`src/rtl/mpt_plb_pkg.sv`:
```
// Shared types and helpers for the MPT permission lookaside buffer.
// Entry layout, access/permission encodings and the size-dependent tag mask.
package mpt_plb_pkg;

  localparam int unsigned PLEN_DEF     = 34;
  localparam int unsigned SDID_LEN_DEF = 6;
  localparam int unsigned L2_SHIFT_DEF = 25;
  localparam int unsigned SHIFT_4K     = 12;
  localparam int unsigned SHIFT_4M     = 22;
  localparam int unsigned TAG_W        = PLEN_DEF - SHIFT_4K;

  typedef enum logic [1:0] {
    MPT_BARE = 2'd0,
    MPT_34   = 2'd1,
    MPT_43   = 2'd2,
    MPT_52   = 2'd3
  } mpt_mode_e;

  typedef enum logic [1:0] {
    ACCESS_NONE  = 2'd0,
    ACCESS_READ  = 2'd1,
    ACCESS_WRITE = 2'd2,
    ACCESS_EXEC  = 2'd3
  } mpt_access_e;

  typedef enum logic [1:0] {
    DISALLOWED = 2'd0,
    ALLOW_RX   = 2'd1,
    ALLOW_RW   = 2'd2,
    ALLOW_RWX  = 2'd3
  } mpt_permissions_e;

  typedef enum logic [1:0] {
    SIZE_4K   = 2'd0,
    SIZE_4M   = 2'd1,
    SIZE_L2   = 2'd2,
    SIZE_RSVD = 2'd3
  } plb_size_e;

  typedef struct packed {
    logic                    valid;
    logic [SDID_LEN_DEF-1:0] sdid;
    logic [TAG_W-1:0]        tag;
    plb_size_e               size;
    mpt_permissions_e        perm;
  } plb_tag_entry_t;

  function automatic logic perm_allows(mpt_permissions_e perm, mpt_access_e access);
    logic ok;
    ok = 1'b0;
    case (access)
      ACCESS_READ:  ok = (perm == ALLOW_RX) || (perm == ALLOW_RW) || (perm == ALLOW_RWX);
      ACCESS_WRITE: ok = (perm == ALLOW_RW) || (perm == ALLOW_RWX);
      ACCESS_EXEC:  ok = (perm == ALLOW_RX) || (perm == ALLOW_RWX);
      default:      ok = 1'b0;
    endcase
    return ok;
  endfunction

  // Tag bits (relative to bit 12) that take part in a compare for a given page size.
  function automatic logic [TAG_W-1:0] tag_mask(plb_size_e size, int unsigned l2_shift);
    logic [TAG_W-1:0] m;
    int unsigned      lo;
    case (size)
      SIZE_L2: lo = l2_shift - SHIFT_4K;
      SIZE_4M: lo = SHIFT_4M - SHIFT_4K;
      default: lo = 0;
    endcase
    for (int unsigned b = 0; b < TAG_W; b++) m[b] = (b >= lo);
    return m;
  endfunction

endpackage

```
`src/rtl/mpt_plb_victim_sel.sv`:
```
// Refill slot choice: lowest invalid entry first, else a round-robin pointer
// that only moves when a valid entry is actually evicted.
module mpt_plb_victim_sel
  import mpt_plb_pkg::*;
#(
  parameter int unsigned ENTRIES = 8
) (
  input  logic                       clk_i,
  input  logic                       rst_i,
  input  logic [ENTRIES-1:0]         valid_i,
  input  logic                       alloc_i,
  output logic [$clog2(ENTRIES)-1:0] victim_idx_c
);

  localparam int unsigned IDX_W = $clog2(ENTRIES);

  logic [IDX_W-1:0] ptr_q, ptr_d;
  logic             have_free;

  always_comb begin
    have_free    = 1'b0;
    victim_idx_c = ptr_q;
    ptr_d        = ptr_q;
    for (int unsigned i = 0; i < ENTRIES; i++) begin
      if (!have_free && !valid_i[i]) begin
        have_free    = 1'b1;
        victim_idx_c = IDX_W'(i);
      end
    end
    if (alloc_i && !have_free) begin
      ptr_d = (ptr_q == IDX_W'(ENTRIES - 1)) ? '0 : ptr_q + IDX_W'(1);
    end
  end

  always_ff @(posedge clk_i or posedge rst_i) begin
    if (rst_i) ptr_q <= '0;
    else       ptr_q <= ptr_d;
  end

endmodule

```
`src/rtl/mpt_plb.sv`:
```
// Fully-associative permission lookaside buffer for MPT walk results, keyed by SDID.
// One-cycle registered lookup, walker refill with dedup, global/selective flush, hit/miss counters.
module mpt_plb
  import mpt_plb_pkg::*;
#(
  parameter int unsigned PLB_ENTRIES = 8,
  parameter int unsigned PLEN        = PLEN_DEF,
  parameter int unsigned SDID_LEN    = SDID_LEN_DEF,
  parameter int unsigned L2_SHIFT    = L2_SHIFT_DEF,
  parameter int unsigned CNT_W       = 16
) (
  input  logic                clk_i,
  input  logic                rst_i,
  input  mpt_mode_e           mode_i,
  input  logic                lkp_valid_i,
  input  logic [PLEN-1:0]     lkp_spa_i,
  input  logic [SDID_LEN-1:0] lkp_sdid_i,
  input  mpt_access_e         lkp_access_i,
  output logic                resp_valid_o,
  output logic                resp_hit_o,
  output logic                resp_allowed_o,
  output mpt_permissions_e    resp_perm_o,
  input  logic                refill_valid_i,
  input  logic [PLEN-1:0]     refill_spa_i,
  input  logic [SDID_LEN-1:0] refill_sdid_i,
  input  plb_size_e           refill_size_i,
  input  mpt_permissions_e    refill_perm_i,
  input  logic                flush_i,
  input  logic                flush_sdid_en_i,
  input  logic [SDID_LEN-1:0] flush_sdid_i,
  output logic [CNT_W-1:0]    hit_cnt_o,
  output logic [CNT_W-1:0]    miss_cnt_o
);

  localparam int unsigned     IDX_W   = $clog2(PLB_ENTRIES);
  localparam logic [CNT_W-1:0] CNT_MAX = '1;

  plb_tag_entry_t   entries_q [PLB_ENTRIES];
  plb_tag_entry_t   entries_d [PLB_ENTRIES];
  logic             resp_valid_q, resp_valid_d;
  logic             resp_hit_q, resp_hit_d;
  logic             resp_allowed_q, resp_allowed_d;
  mpt_permissions_e resp_perm_q, resp_perm_d;
  logic [CNT_W-1:0] hit_cnt_q, hit_cnt_d;
  logic [CNT_W-1:0] miss_cnt_q, miss_cnt_d;

  logic [TAG_W-1:0]       lkp_tag, refill_tag;
  logic                   lkp_hit_c;
  mpt_permissions_e       lkp_perm_c;
  logic                   dedup_hit_c;
  logic [IDX_W-1:0]       dedup_idx_c;
  logic [IDX_W-1:0]       victim_idx_c;
  logic [PLB_ENTRIES-1:0] valid_vec;
  logic                   refill_drop, refill_do, refill_alloc;
  logic                   unused_low_bits;

  assign lkp_tag         = lkp_spa_i[PLEN-1:SHIFT_4K];
  assign refill_tag      = refill_spa_i[PLEN-1:SHIFT_4K];
  assign unused_low_bits = ^{lkp_spa_i[SHIFT_4K-1:0], refill_spa_i[SHIFT_4K-1:0]};

  // A refill colliding with a flush of its own domain (or a global flush) is discarded.
  assign refill_drop  = flush_i && (!flush_sdid_en_i || (refill_sdid_i == flush_sdid_i));
  assign refill_do    = refill_valid_i && !refill_drop;
  assign refill_alloc = refill_do && !dedup_hit_c;

  // Lookup and dedup compare against the pre-edge contents; lowest index wins.
  always_comb begin
    lkp_hit_c   = 1'b0;
    lkp_perm_c  = DISALLOWED;
    dedup_hit_c = 1'b0;
    dedup_idx_c = '0;
    for (int unsigned i = 0; i < PLB_ENTRIES; i++) begin
      valid_vec[i] = entries_q[i].valid;
      if (!lkp_hit_c && entries_q[i].valid && (entries_q[i].sdid == lkp_sdid_i) &&
          (((entries_q[i].tag ^ lkp_tag) & tag_mask(entries_q[i].size, L2_SHIFT)) == '0)) begin
        lkp_hit_c  = 1'b1;
        lkp_perm_c = entries_q[i].perm;
      end
      if (!dedup_hit_c && entries_q[i].valid && (entries_q[i].sdid == refill_sdid_i) &&
          (entries_q[i].size == refill_size_i) &&
          (((entries_q[i].tag ^ refill_tag) & tag_mask(refill_size_i, L2_SHIFT)) == '0)) begin
        dedup_hit_c = 1'b1;
        dedup_idx_c = IDX_W'(i);
      end
    end
  end

  mpt_plb_victim_sel #(
    .ENTRIES (PLB_ENTRIES)
  ) u_victim_sel (
    .clk_i        (clk_i),
    .rst_i        (rst_i),
    .valid_i      (valid_vec),
    .alloc_i      (refill_alloc),
    .victim_idx_c (victim_idx_c)
  );

  // Response and counters; bare mode answers RWX without touching the counters.
  always_comb begin
    resp_valid_d   = lkp_valid_i;
    resp_hit_d     = 1'b0;
    resp_allowed_d = 1'b0;
    resp_perm_d    = DISALLOWED;
    hit_cnt_d      = hit_cnt_q;
    miss_cnt_d     = miss_cnt_q;
    if (lkp_valid_i) begin
      if (mode_i == MPT_BARE) begin
        resp_hit_d     = 1'b1;
        resp_allowed_d = 1'b1;
        resp_perm_d    = ALLOW_RWX;
      end else begin
        resp_hit_d     = lkp_hit_c;
        resp_perm_d    = lkp_perm_c;
        resp_allowed_d = lkp_hit_c && perm_allows(lkp_perm_c, lkp_access_i);
        if (lkp_hit_c) begin
          if (hit_cnt_q != CNT_MAX) hit_cnt_d = hit_cnt_q + CNT_W'(1);
        end else begin
          if (miss_cnt_q != CNT_MAX) miss_cnt_d = miss_cnt_q + CNT_W'(1);
        end
      end
    end
  end

  // Flush clears first, then a surviving refill writes its slot.
  always_comb begin
    for (int unsigned i = 0; i < PLB_ENTRIES; i++) begin
      entries_d[i] = entries_q[i];
      if (flush_i && (!flush_sdid_en_i || (entries_q[i].sdid == flush_sdid_i))) begin
        entries_d[i].valid = 1'b0;
      end
    end
    if (refill_do) begin
      entries_d[dedup_hit_c ? dedup_idx_c : victim_idx_c] = '{
        valid: 1'b1,
        sdid:  refill_sdid_i,
        tag:   refill_tag,
        size:  refill_size_i,
        perm:  refill_perm_i
      };
    end
  end

  always_ff @(posedge clk_i or posedge rst_i) begin
    if (rst_i) begin
      for (int unsigned i = 0; i < PLB_ENTRIES; i++) entries_q[i] <= '0;
      resp_valid_q   <= 1'b0;
      resp_hit_q     <= 1'b0;
      resp_allowed_q <= 1'b0;
      resp_perm_q    <= DISALLOWED;
      hit_cnt_q      <= '0;
      miss_cnt_q     <= '0;
    end else begin
      for (int unsigned i = 0; i < PLB_ENTRIES; i++) entries_q[i] <= entries_d[i];
      resp_valid_q   <= resp_valid_d;
      resp_hit_q     <= resp_hit_d;
      resp_allowed_q <= resp_allowed_d;
      resp_perm_q    <= resp_perm_d;
      hit_cnt_q      <= hit_cnt_d;
      miss_cnt_q     <= miss_cnt_d;
    end
  end

  assign resp_valid_o   = resp_valid_q;
  assign resp_hit_o     = resp_hit_q;
  assign resp_allowed_o = resp_allowed_q;
  assign resp_perm_o    = resp_perm_q;
  assign hit_cnt_o      = hit_cnt_q;
  assign miss_cnt_o     = miss_cnt_q;

endmodule

```
`config.mk`:
```
export PLATFORM = sky130hd
export DESIGN_NAME = mpt_plb
export DESIGN_NICKNAME = d
export VERILOG_FILES = /design/src/rtl/mpt_plb_pkg.sv /design/src/rtl/mpt_plb_victim_sel.sv /design/src/rtl/mpt_plb.sv
export SDC_FILE = /design/constraint.sdc
export NUM_CORES = 1
export LEC_CHECK = 0
export CAP_MARGIN = 5
export CORE_ASPECT_RATIO = 0.7
export CORE_MARGIN = 5
export CORE_UTILIZATION = 36
export CTS_CLUSTER_DIAMETER = 30
export DETAILED_ROUTE_END_ITERATION = 10
export HOLD_SLACK_MARGIN = 0.05
export PLACE_DENSITY_LB_ADDON = 0.08
export SLEW_MARGIN = 30
export SYNTH_ARGS = -nofsm -noshare
export SYNTH_HDL_FRONTEND = slang
export SYNTH_HIERARCHICAL = 1
export SYNTH_SLANG_ARGS = --single-unit
export TNS_END_PERCENT = 1
```
`constraint.sdc`:
```
create_clock -name clk_i -period 29.3 [get_ports clk_i]
set_input_delay 2.93 -clock clk_i [delete_from_list [all_inputs] [get_ports clk_i]]
set_output_delay 2.93 -clock clk_i [all_outputs]
set_load 0.01 [all_outputs]
```
# Word-level counts from Yosys, hierarchy flattened

Index checks and enable logic that the tools add are counted.
Widths: inputs -> output; s select.

Bits in registers: 304
Input bits: 100
Output and inout port bits: 37

$add $sub $neg: 3
Order comparisons: 200
Eq/ne operators: 60
Multiplexer cells: 79
Bitwise operators: 35
Reductions and logical operators: 138

Operator list:

| kind                  | count |
|---|---|
| $ge 4x32->1 const A   | 64 |
| $ge 5x32->1 const A   | 48 |
| $ge 3x32->1 const A   | 32 |
| $ge 1x32->1 const A   | 16 |
| $ge 2x32->1 const A   | 16 |
| $and 22x22->22        | 16 |
| $logic_not 22->1      | 16 |
| $xor 22x22->22        | 16 |
| $bwmux 264            | 1 |
| $mux 264              | 1 |
| $eq 6x6->1            | 25 |
| $demux 33 s3          | 1 |
| $logic_and 1x1->1     | 75 |
| $pmux 4 s2            | 9 |
| $mux 3                | 16 |
| $mux 1                | 39 |
| $mux 33               | 1 |
| $add 16x1->16 const B | 2 |
| $ge 4x4->1 const A    | 8 |
| $ne 16x16->1 const B  | 2 |
| $logic_not 1->1       | 31 |
| $ge 5x4->1 const A    | 6 |
| $eq 2x2->1 const B    | 13 |
| $eq 2x1->1 const B    | 11 |
| other kinds (15)      | 50 |

# Longest topological paths before layout

Gate-level depths: netlist of run 1.

Word-level depth: 57
Depth in mapped cells: 17
Gate-level depth less buffers: 17

# Hierarchy

The synthesis of run 1 kept the hierarchy.

Modules (own cells, without submodules):

| module             | instances | cells an instance | area an instance (um2) |
|---|---|---|---|
| mpt_plb            | 1         | 1687              | 19567.5 |
| mpt_plb_victim_sel | 1         | 27                | 249.0 |

# Worst setup path before layout of run 1

Ideal clock, no wire load.

Kind: input -> register
From: input port refill_size_i[0]
To: register with a tool-made name
Library setup time: 128 ps
Arrival: 5670 ps
Data required time: 29172 ps
Slack: 23502 ps
Stages: 14
Path through: buf_2 clkinv_1 ha_1 inv_1 clkbuf_1 a2111oi_0 nand4_1 nand4_2 or3_1 and3_1 buf_6 nor2_4 buf_4 mux2_1

RTL lines:

| item               | line          | text |
|---|---|---|
| start: declaration | mpt_plb.sv:26 | `input plb_size_e refill_size_i,` |

==> results of run 1 <==
[worst paths after layout]
| kind | end | slack (ns) |
|---|---|---|
| worst max register to register | register | 25.06 |
| worst max-delay path | register | 21.97 |
| worst min register to register | register | 0.48 |
| worst min-delay path | register | 0.48 |
| min in group asynchronous | u_victim_sel/ptr_q[2]$_DFFE_PP0P_ | 2.72 |
| max in group asynchronous | hit_cnt_o[9]$_DFFE_PP0P_ | 24.53 |
[power by group through the flow]
stage          clock (mW)  sequential [mW]  combinational [mW]
3_3_place_gp            0            0.663               0.523
6_report            0.977            0.660               0.523
3_5_place_dp            0            0.663               0.527
5_1_grt              1.02            0.677               0.571
4_1_cts             0.995            0.660               0.530
2_1_floorplan           0            0.636               0.419
[routing by layer]
metal,track usage,up-vias,wire (um)
li1,-,6151,-
met1,0.304,6709,31000
met2,0.295,293,25500
met3,0.0453,100,3010
met4,0.0565,0,1360
met5,0,-,0
[area by class of cell]
cell class	count	area, um2
well taps	740	926
repair buffers	151	1420
fillers	5072	30500
inverters	32	128
multi-input cells	1253	11200
clock buffers	108	2350
flip-flops and latches	304	7610
clock inverters	47	686
[synth_stat cells (2+ instances only)]
master	n
a2111oi_2	2
a2111oi_0	6
a22oi_1	7
ha_1	30
or3_1	2
mux2i_1	18
buf_6	34
mux2_1	58
nor4_1	21
nor2_1	31
o2111ai_1	2
o221ai_1	3
o41ai_1	12
nand3_4	4
inv_1	30
a31oi_1	9
clkinv_1	2
o21ai_0	15
nand2_1	66
xor2_1	142
mux2_4	138
nor3b_1	3
buf_2	51
and3_1	6
nand4_2	3
o31ai_1	9
nor3_1	30
buf_4	30
clkbuf_1	9
nand3_1	28
nand2b_1	3
dfrtp_1	304
xnor2_1	406
a21boi_0	11
nand3b_1	2
nand3b_4	3
mux2_2	50
and2_1	7
nand4_1	101
nor2b_1	2
[per-stage QoR]
| stage | setup WS [ns] | std cells | hold slack [ns] | utilization |
|---|---|---|---|---|
| finish | 21.97 | 2635 | 0.482 | 0.443 |
| global route | 21.79 | 2635 | 0.495 | 0.443 |
| CTS | 22.04 | 2635 | 0.484 | 0.443 |
| detailed placement | 21.40 | 2480 | 0.474 | 0.388 |
| global placement | 21.24 | 2479 | 0.472 | 0.387 |
| floorplan | 18.05 | 1714 | 0.456 | - |
[worst reg2reg max path, cell delays in order, from the launching register on]
cell	delay, ns
dfrtp_1	0.41
xnor2_1	0.18
nand4_1	0.17
o41ai_1	0.72
nand4_1	0.39
nand4_1	0.27
or3_1	0.15
and3_1	0.55
nand3_4	0.71
mux2_4	0.57
[cell families (layout without fill, tap and decap cells)]
kind of cell | Yosys count | count (layout)
AOI/OAI and AO/OA | 92 | 92
DFF | 304 | 304
adders and majority gates | 30 | 30
and+or+nand+nor | 319 | 319
xor gates and xnor gates | 548 | 548
muxes | 264 | 264
buffers and inverters | 157 | 338
[cells in the final DEF, fill, tap and decap left out, drive strengths merged, types with 3 or more instances in the layout]
| cell | Yosys | routed |
|---|---|---|
| and3 | 6 | 6 |
| o41ai | 13 | 13 |
| mux2i | 18 | 18 |
| nor4 | 22 | 22 |
| mux2 | 246 | 246 |
| o221ai | 3 | 3 |
| nand4 | 104 | 104 |
| nand3b | 5 | 5 |
| a22oi | 7 | 7 |
| nor3b | 3 | 3 |
| nand3 | 32 | 32 |
| ha | 30 | 30 |
| and2 | 7 | 7 |
| xor2 | 142 | 142 |
| inv | 30 | 32 |
| bufinv | 0 | 14 |
| o31ai | 9 | 9 |
| clkbuf | 9 | 108 |
| xnor2 | 406 | 406 |
| clkinvlp | 0 | 9 |
| nand2 | 66 | 66 |
| or3 | 3 | 3 |
| buf | 116 | 43 |
| a21boi | 11 | 11 |
| clkdlybuf4s50 | 0 | 108 |
| dfrtp | 304 | 304 |
| nand2b | 3 | 3 |
| nor3 | 30 | 30 |
| clkinv | 2 | 24 |
| a2111oi | 9 | 9 |
| a31oi | 10 | 10 |
| o21ai | 16 | 16 |
| nor2 | 33 | 33 |
==> impl_table.tex, run 1 <==
\begin{tabular}{lr}
\hline
Metric & Value \\
\hline
\multicolumn{2}{l}{\textbf{Placement}} \\
\quad Final HPWL DP & 42200 um \\
\quad Cell area after placement & about 21000 um2 \\
\quad Port Buf Inserts & $\sim$110 \\
\quad Final estimated routing congestion in global placement & 0.829 \\
\multicolumn{2}{l}{\textbf{Die}} \\
\quad Initial core utilization & 0.361 \\
\quad Floorplan row count & roughly 70 \\
\quad I/O Pins & between 100 and 150 \\
\quad Core box area & 54900 um2 \\
\quad Floorplan die height & $\sim$210 um \\
\quad Die outline area & 59900 um2 \\
\quad DIE WIDTH & $\sim$290 um \\
\multicolumn{2}{l}{\textbf{Clock tree}} \\
\quad CTS tree & built \\
\quad Buffer depth of the longest clock path & 3 \\
\quad CTS HTree Levels & 3 \\
\quad Clock slew seen by the registers of the worst setup and hold paths & 0.04 ns \\
\quad Source-to-sink clock delay at the later pin of the worst-skew pair & around 0.62 ns \\
\quad Number of buffers created by CTS & 84 \\
\quad \# resized after CTS & 0 \\
\quad Setup Fix Bufs, Post-CTS & 0 \\
\quad Root Buffer & clkbuf\_16 \\
\quad Clock sinks & 304 \\
\quad CTS Hold Bufs & 0 \\
\multicolumn{2}{l}{\textbf{Global route}} \\
\quad Overall fraction of global-route tracks in use & 0.203 \\
\quad Largest net degree at the start of global routing & $\sim$110 \\
\quad Wire length of the first global-routing pass & roughly 92000 um \\
\quad Number of global-route vias before repair & between 10000 and 15000 \\
\quad Remaining global-route overflow & 0 \\
\quad Number of antenna violations at the first check in global routing & 0 \\
\multicolumn{2}{l}{\textbf{Detailed routing}} \\
\quad Residual antenna-violating net count after detailed routing & 0 \\
\quad First-pass iteration count of the detailed router & 5 \\
\quad Detailed Route Iter0 Violations & roughly 800 \\
\quad Routed wirelength normalized by instance count & roughly 23 um \\
\quad Wire length after detailed routing & approximately 61000 um \\
\quad Drt via density & 5.03 \\
\quad Routed via count & between 10000 and 15000 \\
\quad Drt drc & 0 \\
\multicolumn{2}{l}{\textbf{Power}} \\
\quad Switch Pwr & approximately 650 uW \\
\quad Switching portion of total power & 0.299 \\
\quad Peak supply drop & $\sim$0.000048 V \\
\quad Final total power & between 2 and 2.5 mW \\
\quad Cell-internal power & 1.52 mW \\
\quad Share of power burned in combinational logic & 0.242 \\
\quad Leakage power figure & about 11 nW \\
\quad Clock group share of total power & 0.452 \\
\quad Total power per unit cell area & roughly 90 nW/um2 \\
\quad Sequential share of power & 0.306 \\
\multicolumn{2}{l}{\textbf{Final layout}} \\
\quad Summed area of non-filler cells in the final layout & $\sim$24000 um2 \\
\quad Area delta synth->final & 22.7\% \\
\quad Net total in the final layout & 1956 \\
\quad Total inserted antenna cells & 0 \\
\quad Share of cells above drive strength 1 & 0.212 \\
\multicolumn{2}{l}{\textbf{Timing}} \\
\quad RSZ-0062 raised after global routing & no \\
\quad Transition time at the pin with the least slew margin & between 0.9 and 1 ns \\
\quad Clock skew after layout & 0.0262 ns \\
\quad Relative slew margins & 0.342 \\
\quad F\_max & $\sim$140 MHz \\
\quad Part of the cycle the worst path needs & 0.250 \\
\quad Final-report hold violation count & 0 \\
\quad Minimum period implied by the final worst setup slack & between 7 and 8 ns \\
\quad Final Max Tran Viols & 0 \\
\quad Final count of negative-setup-slack endpoints & 0 \\
\quad Setup TNS & 0 ns \\
\multicolumn{2}{l}{\textbf{Critical path}} \\
\quad CP arrival & 7.81 ns \\
\quad Crit-path max cell delay & approximately 0.74 ns \\
\quad Number of buffer and inverter stages on the critical path & 4 \\
\quad Launch point of the critical path & refill\_size\_i[0] \\
\quad CP required & approximately 30 ns \\
\quad Worst Reg2Reg Path Length in Cells & 9 \\
\quad Crit-path cells & clkdlybuf4s50\_1 > buf\_4 > clkinv\_1 > ha\_1 > inv\_1 > a2111oi\_0 > nand4\_1 > nand4\_2 > or3\_1 > and3\_1 > nand3b\_4 > mux2\_4 \\
\quad Library cell contributing the largest single delay on the critical path & nand3b\_4 \\
\quad Category of the worst setup path capture point & register \\
\quad Family of cells with the greatest summed delay on the critical path & simple AND/OR/NAND/NOR gates \\
\quad Maximum fanout along the worst path & 33 \\
\quad Crit. path cell count & 12 \\
\quad Setup Crit Path Kind & input port to register \\
\quad Element type at the critical path start & input port \\
\multicolumn{2}{l}{\textbf{Synthesis}} \\
\quad Count of mapped cells out of synthesis & approximately 1700 \\
\quad Top cell type by total area after synthesis & dfrtp\_1 \\
\quad Area share of the largest cell type after synthesis & 0.384 \\
\quad Adder-cell area share of the yosys netlist & 0.0189 \\
\quad Count of flip-flops with a built-in enable after synthesis & 0 \\
\quad FF+latch count, synth & around 300 \\
\quad Unique masters post-synth & 64 \\
\quad Proportion of synthesized area in mux cells & 0.175 \\
\quad Sequential share of the synthesized area & 0.384 \\
\quad Largest family of logic cells by synthesized area & XOR/XNOR gates \\
\quad Post-Syn Area & a little under 20000 um2 \\
\quad Post-Syn Area per Cell & between 10 and 15 um2 \\
\quad Warning count from the yosys run & 6 \\
\quad Async SR Flop Fraction & 1.00 \\
\quad Leading cell types by total area after synthesis & dfrtp\_1, xnor2\_1, mux2\_4, xor2\_1, mux2\_1 \\
\quad XOR/XNOR share of the synthesized area & 0.242 \\
\quad Post-Synth Simple-Gate Area & 0.0917 \\
\quad Most used flip-flop cell after synthesis & dfrtp\_1 \\
\quad Synthesized-area fraction occupied by ao, oa, aoi and oai cells & 0.0367 \\
\quad Number of nets produced by synthesis & $\sim$1800 \\
\multicolumn{2}{l}{\textbf{Worst hold path}} \\
\quad Hold path depth & 1 \\
\quad Class of the tightest hold or removal check & register to register \\
\multicolumn{2}{l}{\textbf{Flow run}} \\
\quad Max\_cap viols & 0 \\
\multicolumn{2}{l}{\textbf{Run status}} \\
\quad Run status & complete, no violations \\
\hline
\end{tabular}
(Power assumes the default switching activity.)
==> inputs of run 2 (changes only) <==
==> constraint.sdc (replaced) <==
create_clock -name clk_i -period 6.8 [get_ports clk_i]
set_input_delay 0.68 -clock clk_i [delete_from_list [all_inputs] [get_ports clk_i]]
set_output_delay 0.68 -clock clk_i [all_outputs]
set_load 0.01 [all_outputs]
==> run 2 against run 1 <==
Against the previous run:
- clock-buffer cell count down 12
- worst hold slack worse by 0.035 ns
- sequential power rose to 4.3 times the previous value
- clock power rose to 4.3 times the previous value
- critical path depth unchanged
- wire length up 2.6%
- setup slack worse by 20 ns
- core utilization up 0.34 points
- largest cell class unchanged
- largest power group unchanged
==> impl_table.tex, run 2 (synthesized netlist as in run 1, its figures left out) <==
\begin{tabular}{lr}
\hline
Metric & Value \\
\hline
\multicolumn{2}{l}{\textbf{Timing}} \\
\quad Final count of negative-setup-slack endpoints & 0 \\
\quad Final-report hold violation count & 0 \\
\quad Relative slew margins & 0.322 \\
\quad F\_max & 197 MHz \\
\quad Part of the cycle the worst path needs & 0.746 \\
\quad Setup TNS & 0 ns \\
\quad Transition time at the pin with the least slew margin & 1.01 ns \\
\quad RSZ-0062 raised after global routing & no \\
\quad Final Max Tran Viols & 0 \\
\quad Minimum period implied by the final worst setup slack & around 5.1 ns \\
\quad Clock skew after layout & around 0.021 ns \\
\multicolumn{2}{l}{\textbf{Clock tree}} \\
\quad Clock slew seen by the registers of the worst setup and hold paths & 0.05 ns \\
\quad CTS Hold Bufs & 0 \\
\quad CTS tree & built \\
\quad Clock sinks & between 300 and 400 \\
\quad Root Buffer & clkbuf\_16 \\
\quad CTS HTree Levels & 3 \\
\quad Source-to-sink clock delay at the later pin of the worst-skew pair & roughly 0.62 ns \\
\quad Setup Fix Bufs, Post-CTS & 0 \\
\quad Buffer depth of the longest clock path & 3 \\
\quad Number of buffers created by CTS & 85 \\
\quad \# resized after CTS & 0 \\
\multicolumn{2}{l}{\textbf{Die}} \\
\quad Initial core utilization & 0.361 \\
\quad Floorplan die height & around 210 um \\
\quad Floorplan row count & $\sim$70 \\
\quad DIE WIDTH & between 200 and 300 um \\
\quad Die outline area & $\sim$60000 um2 \\
\quad Core box area & $\sim$55000 um2 \\
\quad I/O Pins & 137 \\
\multicolumn{2}{l}{\textbf{Critical path}} \\
\quad Category of the worst setup path capture point & register \\
\quad Family of cells with the greatest summed delay on the critical path & simple AND/OR/NAND/NOR gates \\
\quad Crit-path cells & clkdlybuf4s50\_1 > buf\_4 > xnor2\_1 > nand4\_1 > o41ai\_1 > nand4\_1 > nand4\_2 > or3\_1 > and3\_1 > nand3b\_4 > buf\_4 > mux2\_2 \\
\quad Setup Crit Path Kind & input port to register \\
\quad Maximum fanout along the worst path & 31 \\
\quad Library cell contributing the largest single delay on the critical path & clkdlybuf4s50\_1 \\
\quad CP arrival & 5.57 ns \\
\quad Crit-path max cell delay & 0.92 ns \\
\quad Element type at the critical path start & input port \\
\quad Launch point of the critical path & refill\_spa\_i[16] \\
\quad Number of buffer and inverter stages on the critical path & 3 \\
\quad CP required & about 7.3 ns \\
\multicolumn{2}{l}{\textbf{Placement}} \\
\quad Port Buf Inserts & about 110 \\
\quad Cell count after placement & between 2000 and 2500 \\
\quad Final HPWL DP & 44000 um \\
\quad Cell area after placement & 21400 um2 \\
\quad Final estimated routing congestion in global placement & $\sim$0.88 \\
\multicolumn{2}{l}{\textbf{Final layout}} \\
\quad Fin cells & about 2700 \\
\quad Fillers & between 5000 and 6000 \\
\quad Summed area of non-filler cells in the final layout & 24500 um2 \\
\quad Most frequent standard cell in the layout excluding fill and tap cells & xnor2\_1 \\
\quad Most frequent cells in the layout & xnor2\_1, dfrtp\_1, xor2\_1 \\
\quad Area delta synth->final & 23.6\% \\
\quad Share of cells above drive strength 1 & 0.220 \\
\quad Final core utilization & 0.447 \\
\quad Net total in the final layout & 1972 \\
\multicolumn{2}{l}{\textbf{Power}} \\
\quad Leakage power figure & 10.7 nW \\
\quad Total power per unit cell area & roughly 380 nW/um2 \\
\quad Peak supply drop & about 0.00022 V \\
\quad Final total power & around 9.4 mW \\
\multicolumn{2}{l}{\textbf{Detailed routing}} \\
\quad Routed via count & 13400 \\
\quad Detailed Route Iter0 Violations & between 800 and 900 \\
\quad Residual antenna-violating net count after detailed routing & 0 \\
\quad Routed wirelength normalized by instance count & around 24 um \\
\quad Drt drc & 0 \\
\quad Wire length after detailed routing & roughly 62000 um \\
\quad Drt via density & a little over 5 \\
\quad First-pass iteration count of the detailed router & 5 \\
\multicolumn{2}{l}{\textbf{Global route}} \\
\quad Remaining global-route overflow & 0 \\
\quad Number of global-route vias before repair & around 14000 \\
\quad Wire length of the first global-routing pass & $\sim$93000 um \\
\quad Overall fraction of global-route tracks in use & 0.206 \\
\quad Number of antenna violations at the first check in global routing & 0 \\
\quad Largest net degree at the start of global routing & 160 \\
\multicolumn{2}{l}{\textbf{Flow run}} \\
\quad Max\_cap viols & 0 \\
\multicolumn{2}{l}{\textbf{Worst hold path}} \\
\quad Class of the tightest hold or removal check & input port to async pin \\
\multicolumn{2}{l}{\textbf{Run status}} \\
\quad Run status & complete, no violations \\
\hline
\end{tabular}
==> run 2: cell type report <==
| class | instances | area [um2] | share of cell area |
|---|---|---|---|
| Inverter | 32 | 124 | 0.00506 |
| Clock inverter | 62 | 815 | 0.0332 |
| Sequential cell | 304 | 7610 | 0.310 |
| Antenna cell | 1 | 2.50 | 0.000102 |
| Tap cell | 740 | 926 | 0.0378 |
| Timing Repair Buffer | 166 | 1590 | 0.0648 |
| Multi-Input combinational cell | 1253 | 11200 | 0.457 |
| Clock buffer | 96 | 2240 | 0.0915 |
==> run 2: report_power, final <==
group | switching [mW] | internal [mW]
sequential | 0.583 | 2.27
combinational | 0.972 | 1.30
clock | 1.32 | 2.92
==> run 2: metrics by stage <==
step,hold WS (ns),setup WS (ns)
floorplan,0.434,2.12
global placement,0.466,1.19
detailed placement,0.479,1.09
CTS,0.420,1.71
global route,0.450,1.53
finish,0.446,1.73
==> run 2: path summary, 6_finish.rpt <==
check                                                          to  slack, ns  cells past startpoint
min in group clk_i                       hit_cnt_o[9]$_DFFE_PP0P_       0.49                      1
worst min register to register           hit_cnt_o[9]$_DFFE_PP0P_       0.49                      1
max in group asynchronous              miss_cnt_o[10]$_DFFE_PP0P_       4.69                      4
worst max register to register                           register       2.56                     10
worst max-delay path                                     register       1.73                     12
worst min-delay path            u_victim_sel/ptr_q[0]$_DFFE_PP0P_       0.45                      2
==> run 2: worst register-to-register path, delay by kind of cell (launching register included) <==
kind / cells / cell delay [ns]
AOI/OAI and AO/OA: 1 / 0.68
xor gates and xnor gates: 1 / 0.19
buffers and inverters: 1 / 0.55
DFF: 1 / 0.42
muxes: 1 / 0.46
and+or+nand+nor: 6 / 1.81
==> run 2: per-layer routing <==
metal / track usage / routed length, um
met1: 0.311 / 31500
met5: 0 / 0
met3: 0.0457 / 3410
met2: 0.298 / 26200
met4: 0.0536 / 1330
==> inputs of run 3 (changes only) <==
==> constraint.sdc (replaced) <==
create_clock -name clk_i -period 5.21 [get_ports clk_i]
set_input_delay 0.521 -clock clk_i [delete_from_list [all_inputs] [get_ports clk_i]]
set_output_delay 0.521 -clock clk_i [all_outputs]
set_load 0.01 [all_outputs]
==> run 3 against run 2 <==
Against the previous run:
- first-iteration DRC count is 4.2% higher
- die area stayed put
- sequential share of layout area is 0.41 points lower
- clock skew is 0.0089 ns lower
- sequential power is 30% higher
- largest cell class unchanged
- largest power group unchanged
==> impl_table.tex, run 3 (synthesized netlist as in run 1, its figures left out) <==
\begin{tabular}{lr}
\hline
Metric & Value \\
\hline
\multicolumn{2}{l}{\textbf{Run status}} \\
\quad Run status & complete, no violations \\
\multicolumn{2}{l}{\textbf{Clock tree}} \\
\quad Clock slew seen by the registers of the worst setup and hold paths & about 0.04 ns \\
\quad Clock sinks & about 300 \\
\quad CTS HTree Levels & 3 \\
\quad \# resized after CTS & 0 \\
\quad Number of buffers created by CTS & 83 \\
\quad Source-to-sink clock delay at the later pin of the worst-skew pair & between 0.6 and 0.7 ns \\
\quad Setup Fix Bufs, Post-CTS & 0 \\
\quad CTS Hold Bufs & 0 \\
\quad Buffer depth of the longest clock path & 3 \\
\quad CTS tree & built \\
\quad Root Buffer & clkbuf\_16 \\
\multicolumn{2}{l}{\textbf{Timing}} \\
\quad Final Max Tran Viols & 0 \\
\quad Transition time at the pin with the least slew margin & 0.898 ns \\
\quad Relative slew margins & 0.399 \\
\quad F\_max & approximately 230 MHz \\
\quad RSZ-0062 raised after global routing & no \\
\quad Minimum period implied by the final worst setup slack & 4.31 ns \\
\quad Setup TNS & 0 ns \\
\quad Post-Route Hold Slack & around 0.22 ns \\
\quad Final-report hold violation count & 0 \\
\quad Clock skew after layout & between 0.01 and 0.015 ns \\
\quad Final count of negative-setup-slack endpoints & 0 \\
\quad Part of the cycle the worst path needs & 0.827 \\
\quad Final setup margin & 0.899 ns \\
\multicolumn{2}{l}{\textbf{Detailed routing}} \\
\quad Met1 Wirelength & 31600 um \\
\quad Drt via density & 5.07 \\
\quad Detailed Route Iter0 Violations & 850 \\
\quad Routed length on met2 & 26200 um \\
\quad Wire length after detailed routing & $\sim$63000 um \\
\quad Drt drc & 0 \\
\quad Top routing layer in use & met4 \\
\quad Residual antenna-violating net count after detailed routing & 0 \\
\quad Wire length on met3 & between 3000 and 4000 um \\
\quad First-pass iteration count of the detailed router & 5 \\
\quad Routed via count & between 10000 and 15000 \\
\quad Routed wirelength normalized by instance count & roughly 23 um \\
\multicolumn{2}{l}{\textbf{Critical path}} \\
\quad Setup Crit Path Kind & input port to register \\
\quad Number of buffer and inverter stages on the critical path & 1 \\
\quad FF-to-FF End & resp\_allowed\_o\$\_DFF\_PP0\_ \\
\quad CP required & 5.70 ns \\
\quad Maximum fanout along the worst path & 4 \\
\quad Element type at the critical path start & input port \\
\quad Most common cell type on the critical path & nor2\_1 \\
\quad Worst Reg2Reg Path Length in Cells & 15 \\
\quad Category of the worst setup path capture point & register \\
\quad Crit-path max cell delay & 0.65 ns \\
\quad CP arrival & about 4.8 ns \\
\quad Library cell contributing the largest single delay on the critical path & a2111oi\_2 \\
\quad Crit-path cells & clkdlybuf4s50\_1 > xor2\_1 > nor4\_1 > nand4\_1 > a2111oi\_2 > nand2b\_1 > nor2\_1 > or3\_1 > o21ai\_0 > nand2b\_1 > ha\_1 > nor2\_1 > a21oi\_1 > o22ai\_1 > nor2\_1 > o21a\_1 \\
\quad Worst-case register-to-register setup slack & between 1 and 1.5 ns \\
\quad Family of cells with the greatest summed delay on the critical path & simple AND/OR/NAND/NOR gates \\
\multicolumn{2}{l}{\textbf{Final layout}} \\
\quad Summed area of non-filler cells in the final layout & between 20000 and 25000 um2 \\
\quad Share of cells above drive strength 1 & 0.232 \\
\quad Area delta synth->final & 25.3\% \\
\quad Footprint of the flip-flops and latches & around 7600 um2 \\
\quad Net total in the final layout & 2013 \\
\quad Most frequent standard cell in the layout excluding fill and tap cells & xnor2\_1 \\
\quad Total inserted antenna cells & 0 \\
\quad Total area of multi-input combinational cells & around 11000 um2 \\
\quad Fillers & a little over 5000 \\
\quad Most frequent cells in the layout & xnor2\_1, dfrtp\_1, xor2\_1 \\
\multicolumn{2}{l}{\textbf{Die}} \\
\quad Core box area & approximately 55000 um2 \\
\quad Floorplan row count & between 70 and 80 \\
\quad Floorplan die height & slightly above 200 um \\
\quad Initial core utilization & 0.361 \\
\quad Die outline area & around 60000 um2 \\
\quad I/O Pins & between 100 and 150 \\
\quad DIE WIDTH & a little under 300 um \\
\multicolumn{2}{l}{\textbf{Global route}} \\
\quad Overall fraction of global-route tracks in use & 0.207 \\
\quad Wire length of the first global-routing pass & 93700 um \\
\quad Remaining global-route overflow & 0 \\
\quad Number of global-route vias before repair & $\sim$14000 \\
\quad Number of antenna violations at the first check in global routing & 1 \\
\quad Largest net degree at the start of global routing & about 150 \\
\multicolumn{2}{l}{\textbf{Worst hold path}} \\
\quad Class of the tightest hold or removal check & input port to async pin \\
\multicolumn{2}{l}{\textbf{Placement}} \\
\quad Port Buf Inserts & $\sim$110 \\
\quad Cell area after placement & roughly 22000 um2 \\
\quad Post-place setup slack & 0.355 ns \\
\quad Final estimated routing congestion in global placement & 0.833 \\
\quad Final HPWL DP & around 45000 um \\
\multicolumn{2}{l}{\textbf{Power}} \\
\quad Peak supply drop & about 0.00027 V \\
\quad Final total power & between 10 and 15 mW \\
\quad Total power per unit cell area & 488 nW/um2 \\
\quad Leakage power figure & approximately 11 nW \\
\multicolumn{2}{l}{\textbf{Flow run}} \\
\quad Max\_cap viols & 0 \\
\hline
\end{tabular}
==> run 3: cell count changes in the layout (fill, tap and decap cells not counted), sizes merged <==
| cell | change |
|---|---|
| clkinvlp | -15 |
| clkbuf | +19 |
| clkinv | -4 |
| diode | -1 |
| clkdlybuf4s50 | +2 |
| bufinv | -3 |
| buf | +41 |
==> run 3: per-stage QoR <==
step,cells,utilization
5_1_grt,2693,0.453
3_5_place_dp,2538,0.398
6_report,2693,0.453
2_1_floorplan,1714,-
4_1_cts,2693,0.453
3_3_place_gp,2538,0.398
==> run 3: power breakdown <==
group	internal (mW)	leakage [nW]	switching [mW]
Sequential	2.97	3.89	0.756
Clock	3.80	1.48	1.57
Combinational	1.75	5.57	1.27
Total	8.52	10.9	3.60
==> run 3: how the worst max path moves through the flow <==
stage,start,end,cells past startpoint
after floorplan,rst_i,async pin,1
after global placement,lkp_spa_i[18],resp_allowed_o$_DFF_PP0_,16
after detailed placement,lkp_spa_i[18],resp_allowed_o$_DFF_PP0_,16
after CTS,lkp_spa_i[18],resp_allowed_o$_DFF_PP0_,16
after global routing,lkp_spa_i[16],resp_allowed_o$_DFF_PP0_,16
final,lkp_spa_i[18],resp_allowed_o$_DFF_PP0_,16
==> run 3: metal layers <==
| metal | up-vias | global-route usage |
|---|---|---|
| met5 | - | 0 |
| li1 | 6277 | - |
| met1 | 6944 | 0.312 |
| met3 | 97 | 0.0437 |
| met2 | 337 | 0.300 |
| met4 | 0 | 0.0587 |
==> run 3: final cells by class <==
class | instances | share of cell area
Timing Repair Buffer | 209 | 0.0810
Inverter | 32 | 0.00499
Sequential cell | 304 | 0.306
Multi-Input combinational cell | 1253 | 0.451
Tap cell | 740 | 0.0373
Clock buffer | 115 | 0.0987
Clock inverter | 40 | 0.0210
